--- src/rtl/fifo_arb_pkg.sv ---
// Shared types and constants for the packet arbiter: FSM states, header word layout, counter widths.
// Header word (when compiled in) carries a per-source sequence number above an 8-bit source id.
package fifo_arb_pkg;

  typedef enum logic [1:0] {
    IDLE = 2'd0,
    HDR  = 2'd1,
    XFER = 2'd2
  } arb_state_t;

  localparam int HDR_ID_LSB  = 0;
  localparam int HDR_SEQ_LSB = 8;
  localparam int HDR_SEQ_W   = 32;
  localparam int PKT_CNT_W   = 32;
  localparam int HDR_ID_W    = HDR_SEQ_LSB - HDR_ID_LSB;

  typedef struct packed {
    logic [HDR_SEQ_W-1:0] seq;
    logic [HDR_ID_W-1:0]  id;
  } hdr_t;

endpackage

--- src/rtl/fifo_pkt_arbiter_rr_pick.sv ---
// Rotate-priority selector: first set request scanning upward from last_grant+1, modulo N.
// Latency: purely combinational; no backpressure (any=0 when no request is set).
module rr_pick #(
  parameter int N    = 4,
  parameter int ID_W = $clog2(N)
) (
  input  logic [N-1:0]    req,
  input  logic [ID_W-1:0] last_grant,
  output logic            any,
  output logic [ID_W-1:0] idx
);

  logic            found;
  logic [ID_W-1:0] cand;

  always_comb begin
    any   = |req;
    idx   = '0;
    found = 1'b0;
    cand  = '0;
    // i == N wraps back to last_grant itself, so it has lowest priority
    for (int i = 1; i <= N; i++) begin
      cand = ID_W'((int'(last_grant) + i) % N);
      if (!found && req[cand]) begin
        found = 1'b1;
        idx   = cand;
      end
    end
  end

endmodule

--- src/rtl/fifo_pkt_arbiter.sv ---
// Round-robin packet arbiter onto one FIFO write port; grant held to s_last; header word when FIFO_ARB_HEADER_EN.
// Latency: one IDLE arbitration cycle per packet, beats pass through combinationally; fifo_full stalls all writes/accepts.
module fifo_pkt_arbiter
  import fifo_arb_pkg::*;
#(
  parameter  int N_SRC      = 4,
  parameter  int DATA_WIDTH = 64,
  localparam int ID_W       = $clog2(N_SRC)
) (
  input  logic                        clk,
  input  logic                        rst,
  input  logic [N_SRC-1:0]            s_valid,
  input  logic [N_SRC*DATA_WIDTH-1:0] s_data,
  input  logic [N_SRC-1:0]            s_last,
  output logic [N_SRC-1:0]            s_ready,
  output logic                        fifo_we,
  output logic [DATA_WIDTH-1:0]       fifo_din,
  input  logic                        fifo_full,
  output logic [ID_W-1:0]             grant_id,
  output logic                        busy,
  output logic [PKT_CNT_W-1:0]        pkt_count
);

  arb_state_t           state_q, state_d;
  logic [ID_W-1:0]      last_grant_q, last_grant_d;
  logic [ID_W-1:0]      grant_id_q, grant_id_d;
  logic [PKT_CNT_W-1:0] pkt_count_q, pkt_count_d;

  logic                  pick_vld;
  logic [ID_W-1:0]       pick_idx;
  logic [DATA_WIDTH-1:0] src_dat [N_SRC];
  logic [DATA_WIDTH-1:0] grant_dat;

`ifdef FIFO_ARB_HEADER_EN
  logic [HDR_SEQ_W-1:0] seq_q [N_SRC];
  logic [HDR_SEQ_W-1:0] seq_d [N_SRC];
  hdr_t                 hdr_w;

  always_comb begin
    hdr_w.seq = seq_q[grant_id_q];
    hdr_w.id  = HDR_ID_W'(grant_id_q);
  end
`endif

  rr_pick #(
    .N    (N_SRC),
    .ID_W (ID_W)
  ) u_rr_pick (
    .req        (s_valid),
    .last_grant (last_grant_q),
    .any        (pick_vld),
    .idx        (pick_idx)
  );

  always_comb begin
    for (int i = 0; i < N_SRC; i++) begin
      src_dat[i] = s_data[i*DATA_WIDTH +: DATA_WIDTH];
    end
    grant_dat = src_dat[grant_id_q];
  end

  always_comb begin
    state_d      = state_q;
    last_grant_d = last_grant_q;
    grant_id_d   = grant_id_q;
    pkt_count_d  = pkt_count_q;
    s_ready      = '0;
    fifo_we      = 1'b0;
    fifo_din     = '0;
`ifdef FIFO_ARB_HEADER_EN
    seq_d        = seq_q;
`endif

    case (state_q)
      IDLE: begin
        if (pick_vld) begin
          grant_id_d = pick_idx;
`ifdef FIFO_ARB_HEADER_EN
          state_d    = HDR;
`else
          state_d    = XFER;
`endif
        end
      end
`ifdef FIFO_ARB_HEADER_EN
      HDR: begin
        fifo_we  = !fifo_full;
        fifo_din = DATA_WIDTH'(hdr_w);
        if (!fifo_full) begin
          state_d = XFER;
        end
      end
`endif
      XFER: begin
        s_ready[grant_id_q] = !fifo_full;
        fifo_we             = s_valid[grant_id_q] && !fifo_full;
        fifo_din            = grant_dat;
        if (fifo_we && s_last[grant_id_q]) begin
          pkt_count_d  = pkt_count_q + PKT_CNT_W'(1);
          last_grant_d = grant_id_q;
`ifdef FIFO_ARB_HEADER_EN
          seq_d[grant_id_q] = seq_q[grant_id_q] + HDR_SEQ_W'(1);
`endif
          state_d      = IDLE;
        end
      end
      default: state_d = IDLE;
    endcase
  end

  always_ff @(posedge clk) begin
    if (rst) begin
      state_q      <= IDLE;
      last_grant_q <= ID_W'(N_SRC - 1);
      grant_id_q   <= '0;
      pkt_count_q  <= '0;
`ifdef FIFO_ARB_HEADER_EN
      for (int i = 0; i < N_SRC; i++) begin
        seq_q[i] <= '0;
      end
`endif
    end else begin
      state_q      <= state_d;
      last_grant_q <= last_grant_d;
      grant_id_q   <= grant_id_d;
      pkt_count_q  <= pkt_count_d;
`ifdef FIFO_ARB_HEADER_EN
      seq_q        <= seq_d;
`endif
    end
  end

  assign grant_id  = grant_id_q;
  assign busy      = (state_q != IDLE);
  assign pkt_count = pkt_count_q;

endmodule
--- config.mk ---
export PLATFORM = sky130hd
export DESIGN_NAME = fifo_pkt_arbiter
export DESIGN_NICKNAME = d
export VERILOG_FILES = /design/src/rtl/fifo_arb_pkg.sv /design/src/rtl/fifo_pkt_arbiter_rr_pick.sv /design/src/rtl/fifo_pkt_arbiter.sv
export SDC_FILE = /design/constraint.sdc
export NUM_CORES = 1
export LEC_CHECK = 0
export CELL_PAD_IN_SITES_DETAIL_PLACEMENT = 0
export CELL_PAD_IN_SITES_GLOBAL_PLACEMENT = 1
export CORE_AREA = 2 2 143 145
export CTS_CLUSTER_DIAMETER = 150
export DETAILED_ROUTE_END_ITERATION = 6
export DIE_AREA = 0 0 145 147
export PLACE_DENSITY_LB_ADDON = 0.25
export SLEW_MARGIN = 20
export SYNTH_ARGS = -nofsm -noshare
export SYNTH_HDL_FRONTEND = slang
export SYNTH_SLANG_ARGS = --single-unit
--- constraint.sdc ---
create_clock -name clk -period 2.48 [get_ports clk]
set_input_delay 0.496 -clock clk [delete_from_list [all_inputs] [get_ports clk]]
set_output_delay 0.496 -clock clk [all_outputs]
set_load 0.05 [all_outputs]
# Word level (Yosys, flattened, before mapping)
# Index checks and enable logic that the tools add are counted.
# word_totals
reg_bits,38
out_inout_bits,104
wordCells,67
# op_classes
addsub,5
order_cmp,7
eq_ne,3
muxes,30
bitwise,2
reduce_logical,16
# ops
cell,count
$mux W64,3
$bmux W64 S2,1
$add A32 B1 Y32 const B,1
$lt A2 B3 Y1 const B,5
$bmux W1 S2,6
$mux W2,6
$mux W1,11
$logic_and A1 B1 Y1,6
$reduce_and A2 Y1,3
$add A2 B1 Y2 const B,2
$add A2 B2 Y2 const B,2
$and A4 B4 Y4,1
$logic_not A1 Y1,4
$mux W4,1
$ne A2 B2 Y1 const B,2
$pmux W2 S2,1
$reduce_or A4 Y1,1
$ge A3 B3 Y1 const B,1
$not A2 Y3,1
$demux W1 S2,1
$eq A2 B2 Y1 const B,1
$ge A2 B1 Y1 const B,1
$logic_not A2 Y1,1
$reduce_bool A2 Y1,1

# Logic depth before layout (Yosys ltp)
# logic_depth
ltp_word,13
mapped_depth,8

# Cells and area by module
# Synthesis repeated with hierarchy kept, for this count alone.
# unflattened
cells_unflattened,381
area_unflattened_um2,3831.2
# modules_own_cells
module,instances,cells_per_inst,area_per_inst_um2,seq_area_each_um2
fifo_pkt_arbiter,1,367,3749.8,740.7
rr_pick,1,14,81.3,0.0

# Worst setup path after synthesis
# OpenSTA, ideal clock, no wires.
# synth_timing
kind,register to output
startpoint,"register grant_id_q[0], in the netlist grant_id[0]"
endpoint,output port fifo_din[36]
arrival_ns,2.321
required_ns,1.984
slack_ns,-0.337
path_stages_with_launch,6
cell_sequence,dfxtp_1 buf_2 buf_2 buf_2 mux4_2 and2_1
# synth_via
elab_chain_cells,5
# synth_rtl
item,line,text
"start, declared",fifo_pkt_arbiter.sv:26,"logic [ID_W-1:0] grant_id_q, grant_id_d;"
"start signal, assigned",fifo_pkt_arbiter.sv:125,grant_id_q <= grant_id_d;
$not A2 Y3 (not written as such),fifo_pkt_arbiter.sv:59,grant_dat = src_dat[grant_id_q];
$bmux W64 S2,fifo_pkt_arbiter.sv:59,
$mux W64 (not written as such) (2 in series),fifo_pkt_arbiter.sv:59,
$mux W64,fifo_pkt_arbiter.sv:74,case (state_q)
"end, declared",fifo_pkt_arbiter.sv:17,"output logic [DATA_WIDTH-1:0] fifo_din,"
# Every way passes these cells. The select of a mux whose other input is x is not followed.

# Final worst setup path
# layout_timing
startpoint,"register grant_id_q[0], in the netlist grant_id[0]"
endpoint,output port fifo_din[21]
# The elaborated chain is that of the path after synthesis.

==> summary.md <==
| Metric | Value |
|---|---|
| Status | `finished clean` |
| Iter 0 DRT Violations | `approximately 240` |
| DRT Pass-1 Iters | `5` |
| Synth area leader | `mux4_2` |
| Syn_nets | `655` |
| Share of cells above drive strength 1 | `approximately 29%` |
| Routed WL | `23.0 mm` |
| Mean area per synthesized cell | `a little under 10 um^2` |
| Setup TNS | `0 ns` |
| Worst Hold End | `pkt_count[31]` |
| Sink Count | `37` |
| First-pass GRT wire length | `about 33 mm` |
| Die span in x | `145 um` |
| TritonCTS buffer count | `5` |
| EDFF count, synth | `0` |
| Ys Warns | `0` |
| Total congestion overflow | `0` |
| Flop2flop setup slack | `0.19 ns` |
| Synth cell types | `between 40 and 50` |
| Final Cell Area | `8210 um^2` |
| DRT antenna net count | `0` |
| Max Fanout on Critical Path | `14` |
| Final hold violation count | `0` |
| Min-delay src | `pkt_count[31]` |
| Nets | `1029` |
| Asr flop ratio synth | `0%` |
| CORE AREA | `roughly 20000 um^2` |
| Crit path kind | `reg -> out` |
| Die ar. | `21300 um^2` |
| Clock period minus worst slack | `2.39 ns` |
| Drc violations | `0` |
| WHS Path Cells | `2` |
| Critical path arrival | `1.90 ns` |
| Slew headroom | `a little under three fifths` |
| TritonCTS clock tree | `done` |
| I/O Buffers | `370` |
| Final setup viols | `0` |
| Initial antenna violation count | `10` |
| RSZ-0062 raised after global routing | `false` |
| HP Class | `reg -> reg` |
| Crit. End Element | `output port` |
| Top FF cell, synth | `dfxtp_1` |
| CTS clock-pin slew for the worst setup and hold paths | `around 0.060 ns` |
| Largest net degree at the start of global routing | `69` |
| CP required | `1.98 ns` |
| Tightest Pin Transition | `about 0.64 ns` |
| Tot Pwr | `0.00300 W` |
| Fmax | `between 400 and 500 MHz` |
| Via count | `approximately 5000` |
| Synth Instances | `around 390` |
| Worst-skew pair later-pin latency | `between 0.2 and 0.3 ns` |
| Starting Density | `slightly below 20%` |
| RR Startpoint | `grant_id[1]` |
| HPWL after DPL | `~19 mm` |
| Reg2Reg Capture Point | `pkt_count[25]` |
| Vias per cell | `slightly below 5` |
| Vert. Die Dim | `between 100 and 150 um` |
| Syn Std Cell Area | `between 3000 and 4000 um^2` |
| Area Growth Syn to Fin | `113%` |
| Clock root cell | `clkbuf_16` |
| Placed Instance Area | `between 7000 and 8000 um^2` |
| Site Rows | `52` |
| Final period util | `96.4%` |
| Total global-route track usage | `around a fifth` |
| H-tree levels | `2` |
| Power Density | `365 nW/um^2` |
| Routability Congestion | `about 0.95` |
| # IOs | `between 300 and 400` |
| Fillers | `between 1500 and 2000` |
| Main area contributors after synthesis | `mux4_2 (38%), dfxtp_1 (19%), and2_1 (11%)` |
| Synth cell count leaders | `and2_1 (65), mux4_2 (65), dfxtp_1 (37)` |
| Total of max-cap violations | `0` |
| Vias in the first global route | `between 5000 and 6000` |
| Worst Setup SP | `grant_id[0]` |
| Layout Skew | `0.00663 ns` |
| CP startpoint kind | `flip-flop` |
| Worst reg-to-reg path cell count | `8` |
| Yosys top cell area share | `around two fifths` |
| Final slew viol count | `0` |
| Seq/Total Area, Yosys | `between 10% and 20%` |
| DR WL/cell | `roughly 22 um` |
| Static Leakage | `~2.9 nW` |
| FF+latch count, synth | `37` |
| Maximum clock path buffer count | `2` |
| Peak supply drop | `0.235 mV` |
[sequential cells by signal, summed over array words and instances, names as in the netlist]
signal        flops
pkt_count        32
grant_id          2
state_q           1
last_grant_q      2
[kinds of logic after synthesis]
logic type               synth area share [%]
AND/OR/NAND/NOR                          26.9
multiplexers                             38.5
AO/OA/AOI/OAI                            7.38
buffers and inverters                    4.65
flip-flops                               19.2
XOR/XNOR                                 2.96
adder cells (fa/ha/maj)                 0.325
[stage by stage]
| stage | cells | util (%) | setup slack (ns) | hold WS, ns |
|---|---|---|---|---|
| after floorplan | 387 | - | -0.0176 | 0.484 |
| after global placement | 1023 | 40.3 | -0.0373 | 0.492 |
| after detailed placement | 1023 | 40.3 | -0.0853 | 0.498 |
| after CTS | 1032 | 41.2 | 0.0236 | 0.505 |
| after global routing | 1036 | 41.3 | 0.00903 | 0.536 |
| final | 1038 | 41.4 | 0.0887 | 0.499 |
[layer usage]
layer  share of wire, %  global-route usage, %  vias up
met1                 41                   26.2     2455
met4                2.3                   5.94        4
li1                   -                      -     2257
met5               0.11                      0        -
met3                7.2                   4.94       36
met2                 49                   35.3      243
[report_power, final]
group / leakage (nW) / internal [W] / switching (W)
logic: 2.52 / 0.000869 / 0.000761
clock network: 0.0801 / 0.000476 / 0.000271
registers: 0.300 / 0.000602 / 0.0000167
[worst max-delay path: stages, from the launching register on]
cell and delay (ns):
dfxtp_4 0.41, buf_6 0.23, mux4_2 0.58, and2_1 0.19
buf_4 0.18
[layout make-up]
cell class              count  area (um^2)  share of cell area [%]
repair buffers            398         3910                    47.6
clock buffers               5          125                    1.52
clock inverters             3         46.3                   0.564
well taps                 270          338                    4.12
flip-flops and latches     37          749                    9.13
multi-input cells         306         2980                    36.3
inverters                  13         50.0                   0.610
diodes                      6         15.0                   0.183
[cells in the final DEF (no fill, tap or decap), types with 2 or more instances in the layout]
| cell type | instances |
|---|---|
| a21oi_1 | 22 |
| and2_1 | 27 |
| and2_2 | 38 |
| and4_1 | 2 |
| buf_12 | 11 |
| buf_4 | 84 |
| buf_6 | 4 |
| clkbuf_16 | 5 |
| clkdlybuf4s50_1 | 297 |
| dfxtp_1 | 34 |
| dfxtp_4 | 2 |
| diode_2 | 6 |
| inv_1 | 12 |
| mux2i_1 | 2 |
| mux4_2 | 65 |
| nand2_1 | 16 |
| nand3_1 | 14 |
| nand3_2 | 2 |
| nand3b_1 | 3 |
| nand4_1 | 16 |
| nand4b_1 | 2 |
| nor2_1 | 25 |
| nor3_1 | 4 |
| nor4_1 | 6 |
| o21ai_0 | 15 |
| o31ai_1 | 3 |
| o41ai_1 | 2 |
| or3_1 | 9 |
| or3_2 | 2 |
| or4_1 | 2 |
| or4b_1 | 2 |
| xnor2_1 | 5 |
| xor2_1 | 8 |
[worst max path at each step]
stage | cells after the start | slack (ns) | end
2_1_floorplan | 5 | -0.02 | fifo_din[25]
3_3_place_gp | 7 | -0.04 | pkt_count[18]
3_5_place_dp | 7 | -0.09 | pkt_count[18]
4_1_cts | 4 | 0.02 | fifo_din[21]
5_1_grt | 4 | 0.009 | fifo_din[21]
6_report | 4 | 0.09 | fifo_din[21]
[timing repair]
item / in CTS / in global routing
pin swaps: 2 / 0
hold buffers: 0 / 0
setup buffers: 1 / 0
resized for setup: 1 / 5
cloned: 0 / 0
endpoints found under the setup margin: 1 / 8
Note: power is estimated with default switching activity, not from simulation.
